$ cat src/rtl/seq_scan_arbiter_if.sv
// Bus between the word producers / serial 1101 detector and the
// seq_scan_arbiter. The arbiter connects through the slave modport and
// the producer/detector side connects through the master modport.
interface seq_scan_arbiter_if #(
    parameter int NREQ  = 2,
    parameter int WIDTH = 8,
    parameter int CNTW  = 4
);
    localparam int IDW = (NREQ > 1) ? $clog2(NREQ) : 1;

    logic [NREQ-1:0]       req;
    logic [NREQ*WIDTH-1:0] req_data;
    logic [NREQ-1:0]       gnt;
    logic                  busy;
    logic                  done;
    logic [IDW-1:0]        done_id;
    logic [CNTW-1:0]       hit_count;
    logic                  det_x;
    logic                  det_rst_n;
    logic                  det_y;

    modport slave (
        input  req, req_data, det_y,
        output gnt, busy, done, done_id, hit_count, det_x, det_rst_n
    );

    modport master (
        output req, req_data, det_y,
        input  gnt, busy, done, done_id, hit_count, det_x, det_rst_n
    );
endinterface

$ cat src/rtl/seq_scan_arbiter.sv
// Round-robin sharing of one bit-serial 1101 detector among NREQ word
// producers. A granted word is shifted MSB first into a freshly cleared
// detector, hits are counted (saturating) and returned with the requester
// id. MOORE selects which cycles of det_y are counted: a registered
// detector reports the match one cycle late, so its count window is moved
// one cycle later (skip SHIFT k=0, include DRAIN).
module seq_scan_arbiter #(
    parameter int NREQ  = 2,
    parameter int WIDTH = 8,
    parameter int CNTW  = 4,
    parameter bit MOORE = 1'b1
) (
    input  logic              CLK,
    input  logic              RESET,
    seq_scan_arbiter_if.slave bus
);
    localparam int IDW = (NREQ > 1) ? $clog2(NREQ) : 1;
    localparam int KW  = $clog2(WIDTH);

    typedef enum logic [2:0] {
        S_IDLE,
        S_CLR,
        S_SHIFT,
        S_DRAIN,
        S_DONE
    } state_t;

    state_t            state_q, state_d;
    logic              armed_q, armed_d;
    logic [IDW-1:0]    ptr_q, ptr_d;
    logic [IDW-1:0]    id_q, id_d;
    logic [WIDTH-1:0]  word_q, word_d;
    logic [KW-1:0]     k_q, k_d;
    logic [CNTW-1:0]   cnt_q, cnt_d;
    logic [CNTW-1:0]   hit_q, hit_d;
    logic [IDW-1:0]    done_id_q, done_id_d;
    logic [NREQ-1:0]   gnt_q, gnt_d;
    logic              det_x_q, det_x_d;
    logic              det_rst_n_q, det_rst_n_d;

    logic [WIDTH-1:0]  words [NREQ];
    logic              pick_valid;
    logic [IDW-1:0]    pick_id;
    logic [CNTW-1:0]   cnt_add;

    // Unpack the flat request bus into one word per requester.
    for (genvar gi = 0; gi < NREQ; gi++) begin : g_words
        assign words[gi] = bus.req_data[gi*WIDTH +: WIDTH];
    end

    // Round-robin pick: scan from farthest to nearest after ptr so the
    // nearest requester at or after ptr+1 overwrites the others.
    always_comb begin
        logic [IDW-1:0] idx;
        pick_valid = 1'b0;
        pick_id    = '0;
        idx        = '0;
        for (int o = NREQ; o >= 1; o--) begin
            idx = IDW'((int'(ptr_q) + o) % NREQ);
            if (bus.req[idx]) begin
                pick_valid = 1'b1;
                pick_id    = idx;
            end
        end
    end

    // Saturating hit increment driven by the detector output.
    always_comb begin
        cnt_add = cnt_q;
        if (bus.det_y && (cnt_q != {CNTW{1'b1}})) begin
            cnt_add = cnt_q + CNTW'(1);
        end
    end

    // Next-state and next-output logic of the transaction sequencer.
    always_comb begin
        state_d     = state_q;
        armed_d     = 1'b1;
        ptr_d       = ptr_q;
        id_d        = id_q;
        word_d      = word_q;
        k_d         = k_q;
        cnt_d       = cnt_q;
        hit_d       = hit_q;
        done_id_d   = done_id_q;
        gnt_d       = '0;
        det_x_d     = 1'b0;
        det_rst_n_d = 1'b1;
        case (state_q)
            S_IDLE: begin
                // armed_q blocks acceptance on the first edge after reset.
                if (armed_q && pick_valid) begin
                    state_d     = S_CLR;
                    ptr_d       = pick_id;
                    id_d        = pick_id;
                    word_d      = words[pick_id];
                    gnt_d       = NREQ'(1) << pick_id;
                    det_rst_n_d = 1'b0;
                end
            end
            S_CLR: begin
                state_d = S_SHIFT;
                k_d     = '0;
                cnt_d   = '0;
                det_x_d = word_q[WIDTH-1];
                word_d  = {word_q[WIDTH-2:0], 1'b0};
            end
            S_SHIFT: begin
                if (!MOORE || (k_q != '0)) begin
                    cnt_d = cnt_add;
                end
                if (k_q == KW'(WIDTH-1)) begin
                    state_d = S_DRAIN;
                end else begin
                    k_d     = k_q + KW'(1);
                    det_x_d = word_q[WIDTH-1];
                    word_d  = {word_q[WIDTH-2:0], 1'b0};
                end
            end
            S_DRAIN: begin
                // A registered detector reports the final-bit match here.
                state_d   = S_DONE;
                hit_d     = MOORE ? cnt_add : cnt_q;
                cnt_d     = hit_d;
                done_id_d = id_q;
            end
            S_DONE: begin
                state_d = S_IDLE;
            end
            default: begin
                state_d = S_IDLE;
            end
        endcase
    end

    // State and output registers; reset holds the detector in reset too.
    always_ff @(posedge CLK or negedge RESET) begin
        if (!RESET) begin
            state_q     <= S_IDLE;
            armed_q     <= 1'b0;
            ptr_q       <= IDW'(NREQ-1);
            id_q        <= '0;
            word_q      <= '0;
            k_q         <= '0;
            cnt_q       <= '0;
            hit_q       <= '0;
            done_id_q   <= '0;
            gnt_q       <= '0;
            det_x_q     <= 1'b0;
            det_rst_n_q <= 1'b0;
        end else begin
            state_q     <= state_d;
            armed_q     <= armed_d;
            ptr_q       <= ptr_d;
            id_q        <= id_d;
            word_q      <= word_d;
            k_q         <= k_d;
            cnt_q       <= cnt_d;
            hit_q       <= hit_d;
            done_id_q   <= done_id_d;
            gnt_q       <= gnt_d;
            det_x_q     <= det_x_d;
            det_rst_n_q <= det_rst_n_d;
        end
    end

    assign bus.gnt       = gnt_q;
    assign bus.busy      = (state_q != S_IDLE);
    assign bus.done      = (state_q == S_DONE);
    assign bus.done_id   = done_id_q;
    assign bus.hit_count = hit_q;
    assign bus.det_x     = det_x_q;
    assign bus.det_rst_n = det_rst_n_q;
endmodule
$ cat src/flat_wrapper.sv
// flat-port wrapper written by rule: the top's interface ports become plain ports
module seq_scan_arbiter_flat 
#(
    parameter int NREQ  = 2,
    parameter int WIDTH = 8,
    parameter int CNTW  = 4,
    parameter bit MOORE = 1'b1
)
  (CLK, RESET, bus_req, bus_req_data, bus_det_y, bus_gnt, bus_busy, bus_done, bus_done_id, bus_hit_count, bus_det_x, bus_det_rst_n);
  seq_scan_arbiter_if #(.NREQ(NREQ), .WIDTH(WIDTH), .CNTW(CNTW)) bus_i ();
  input  logic CLK;
  input  logic RESET;
  input wire logic [$bits(bus_i.req)-1:0] bus_req;
  input wire logic [$bits(bus_i.req_data)-1:0] bus_req_data;
  input wire logic [$bits(bus_i.det_y)-1:0] bus_det_y;
  output wire logic [$bits(bus_i.gnt)-1:0] bus_gnt;
  output wire logic [$bits(bus_i.busy)-1:0] bus_busy;
  output wire logic [$bits(bus_i.done)-1:0] bus_done;
  output wire logic [$bits(bus_i.done_id)-1:0] bus_done_id;
  output wire logic [$bits(bus_i.hit_count)-1:0] bus_hit_count;
  output wire logic [$bits(bus_i.det_x)-1:0] bus_det_x;
  output wire logic [$bits(bus_i.det_rst_n)-1:0] bus_det_rst_n;
  assign bus_i.req = bus_req;
  assign bus_i.req_data = bus_req_data;
  assign bus_i.det_y = bus_det_y;
  assign bus_gnt = bus_i.gnt;
  assign bus_busy = bus_i.busy;
  assign bus_done = bus_i.done;
  assign bus_done_id = bus_i.done_id;
  assign bus_hit_count = bus_i.hit_count;
  assign bus_det_x = bus_i.det_x;
  assign bus_det_rst_n = bus_i.det_rst_n;
  seq_scan_arbiter #(.NREQ(NREQ), .WIDTH(WIDTH), .CNTW(CNTW), .MOORE(MOORE)) u_core (.CLK(CLK), .RESET(RESET), .bus(bus_i));
endmodule
$ cat config.mk
export PLATFORM = sky130hd
export DESIGN_NAME = seq_scan_arbiter_flat
export DESIGN_NICKNAME = d
export VERILOG_FILES = /design/src/rtl/seq_scan_arbiter_if.sv /design/src/rtl/seq_scan_arbiter.sv /design/src/flat_wrapper.sv
export SDC_FILE = /design/constraint.sdc
export NUM_CORES = 1
export LEC_CHECK = 0
export ABC_CLOCK_PERIOD_IN_PS = 2000
export BUFFER_PORTS_ARGS = -buffer_cell sky130_fd_sc_hd__clkbuf_2
export CORE_MARGIN = 8
export CORE_UTILIZATION = 48
export DETAILED_ROUTE_END_ITERATION = 6
export PLACE_DENSITY = 0.74
export SETUP_SLACK_MARGIN = 0.1
export SKIP_CTS_REPAIR_TIMING = 1
export SLEW_MARGIN = 40
export SYNTH_ARGS = -nofsm -noshare
export SYNTH_HDL_FRONTEND = slang
export SYNTH_SLANG_ARGS = --single-unit
$ cat constraint.sdc
create_clock -name CLK -period 2 [get_ports CLK]
set_clock_uncertainty 0.15 [all_clocks]
set_input_delay 0.1 -clock CLK [delete_from_list [all_inputs] [get_ports CLK]]
set_output_delay 0.1 -clock CLK [all_outputs]
set_load 0.02 [all_outputs]
==> flow_metrics.py <==
metrics = {
    "clock_tree": {
        "clock-sinks": 30,
        "clk_path_buf_depth": 2,
        "clk_latency_ns": 0.33,
        "htreeDepth": 2,
        "cts_buffers": 5,
        "tritoncts": "built",
        "clkSlewWorstSetupHoldPaths_ns": 0.09,
        "root_buffer": "clkbuf_4",
    },
    "critical_path": {
        "r2r_cells": 6,
        "crit_arrival_ns": 2.03,
        "rrSetupSlack_ns": 0.04,
        "crit_path_max_fanout": 8,
        "critPathLaunchType": "flop",
        "critPathRequiredTime_ns": 2.07,
        "timing.rr.end": "u_core.word_q[1]",
        "reg2reg_from": "u_core.k_q[0]",
        "endpoint": "u_core.word_q[1]",
        "critPathKind": "reg -> reg",
        "startpoint": "u_core.k_q[0]",
        "cp-end-kind": "flop",
    },
    "logic_synthesis": {
        "ys_seq_area_share_pct": 48.2,
        "ys_top_cells_by_count": "dfrtp_1, nand2_1, mux2_2",
        "syn-cell-area_sq_mm": 0.00156,
        "synth_async_sr_flop_share_pct": 100,
        "synth.most_common_cell": "dfrtp_1",
        "synthTopCellsByArea": "dfrtp_1, mux2_2, nand2_1",
        "yosys_warnings": 0,
        "synth_edf_count": 0,
        "synth_largest_area_cell": "dfrtp_1",
        "syn_avg_cell_area_sq_um": 10.3,
        "synth_top_cell_area_share_pct": 46.5,
        "synth-seq-cells": 30,
        "syn-num-nets": 176,
        "synth.distinct_cells": 41,
        "ys.flop_type": "dfrtp_1",
        "synthCells": 151,
    },
    "finish": {
        "layoutNonFillerInstCount": 231,
        "syn2layout_area_growth_pct": 22.1,
        "fin_area_sq_mm": 0.00190,
        "final_util_pct": 61.9,
        "fill_cells": 272,
        "diodes": 0,
        "drive_gt1_share_pct": 34.2,
        "nets": 211,
    },
    "timing": {
        "rsz0062_at_grt": "true",
        "setup_tns_ns": 0,
        "finalMaxSlewViolations": 0,
        "post-route-period-util_pct": 98.1,
        "setup_viol": 0,
        "fmax_ghz": 0.510,
        "hold_violations": 0,
        "tightest_slew_ns": 0.659,
        "period_minus_slack_ns": 1.96,
        "relSlewSlack_pct": 56.1,
    },
    "placed_design": {
        "dp_hpwl_mm": 2.42,
        "port_buffers": 31,
        "placed_cells": 221,
        "placed_area_sq_mm": 0.00174,
        "place_congestion": 0.783,
    },
    "grt": {
        "grt_use_total_pct": 13.7,
        "grt_pass1_wl_mm": 5.71,
        "grt-ovfl-total": 0,
        "grt_max_degree": 31,
        "antenna_found_initial": 0,
        "grt_pass1_vias": 1311,
    },
    "floorplanning": {
        "initial_core_util_pct": 50.7,
        "die_h_microns": 73.0,
        "dieArea_sq_mm": 0.00533,
        "rows": 20,
        "core-area_sq_mm": 0.00308,
        "pin_count": 32,
        "dieWidth_microns": 73.0,
    },
    "flow_run": {
        "drv_cap": 0,
    },
    "power_and_ir_drop": {
        "vdd_ir_drop_max_uv": 779,
        "power_density_mw_per_mm2": 1590,
        "power_w": 0.00303,
        "leakage_nw": 0.963,
    },
    "route": {
        "wl_mm": 3.35,
        "vias_per_cell": 5.32,
        "drt.antenna.violating_nets": 0,
        "vias": 1229,
        "wl_per_cell_microns": 14.5,
        "dr.pass1.iters": 4,
        "drtIter0Drc": 43,
        "route.detailed.drc": 0,
    },
    "outcome": {
        "status": "finished clean",
    },
    "hold_path": {
        "hold_path_class": "in -> reg",
    },
}
[routing by layer]
| layer | part of all wire [%] | vias up | global-route usage (%) |
|---|---|---|---|
| met3 | 5.2 | 8 | 5.22 |
| met4 | 1.7 | 0 | 6.67 |
| met1 | 43 | 581 | 15.1 |
| met5 | 0 | - | 0 |
| met2 | 50 | 40 | 22.5 |
| li1 | - | 600 | - |
[flip-flops by register name, indices dropped and copies added (netlist names)]
signal	cells
u_core.word_q	8
u_core.bus.hit_count	4
u_core.cnt_q	4
u_core.k_q	3
u_core.state_q	3
u_core.bus.gnt	2
u_core.armed_q	1
u_core.bus.det_rst_n	1
u_core.bus.det_x	1
u_core.bus.done_id	1
u_core.id_q	1
u_core.ptr_q	1
[where the power goes]
part | internal (W) | total, W | leakage (nW) | switching, W
clock network | 0.000259 | 0.000472 | 0.0450 | 0.000214
registers | 0.000847 | 0.00105 | 0.375 | 0.000200
logic | 0.000780 | 0.00151 | 0.543 | 0.000735
[metrics by stage]
stage               hold slack, ns  setup slack, ns
finish                      0.0392           0.0388
CTS                         -0.332          -0.0368
floorplan                   -0.346            0.118
detailed placement          0.0412          -0.0378
global placement            0.0335           0.0332
global route                0.0452          0.00130
[layout make-up]
class                   instances  area [sq um]  area share, %
multi-input cells             108           806           42.3
flip-flops and latches         30           752           39.5
repair buffers                 36           195           10.2
well taps                      44          55.1           2.89
clock inverters                 3          40.0           2.10
clock buffers                   5          37.5           1.97
inverters                       5          18.8          0.986
[worst max-delay path, stage by stage (launching register included)]
cell and delay [ns]:
dfrtp_1 0.41, ha_2 0.21, ha_4 0.17, nand2b_4 0.14
mux2i_4 0.17, o21ba_4 0.28, mux2_4 0.32
[cells by family (layout without fill, tap and decap cells)]
logic type               count (synthesis)  in the layout  share of synthesized area, %
AND/OR/NAND/NOR                         52             52                          17.0
AO/OA/AOI/OAI                           34             34                          15.1
flip-flops                              30             30                          48.2
multiplexers                            14             14                          9.86
buffers and inverters                   13             49                          4.73
adder cells (fa/ha/maj)                  4              4                          3.21
XOR/XNOR                                 3              3                          1.68
other                                    1              1                         0.240
[placed cells by master, fill, tap and decap left out, drive strengths merged, types with 2 or more instances in the layout]
cell	instances
dfrtp	29
a31oi	7
nor3	9
or2	2
o21ai	6
a21oi	4
buf	5
clkbuf	35
clkinv	2
nor2	4
nand2	26
mux2	11
mux2i	3
nor2b	2
inv	5
xnor2	2
nand2b	2
a21o	5
a22o	5
ha	4
[how the worst min path moves through the flow]
stage                    startpoint                 endpoint  cells after the start
floorplan                     RESET           u_core.armed_q                      0
global placement              RESET  u_core.bus.hit_count[2]                      1
detailed placement            RESET  u_core.bus.hit_count[0]                      1
CTS                           RESET     u_core.bus.det_rst_n                      1
global route        bus_req_data[8]         u_core.word_q[0]                      4
finish              bus_req_data[8]         u_core.word_q[0]                      4
(Power assumes the default switching activity.)
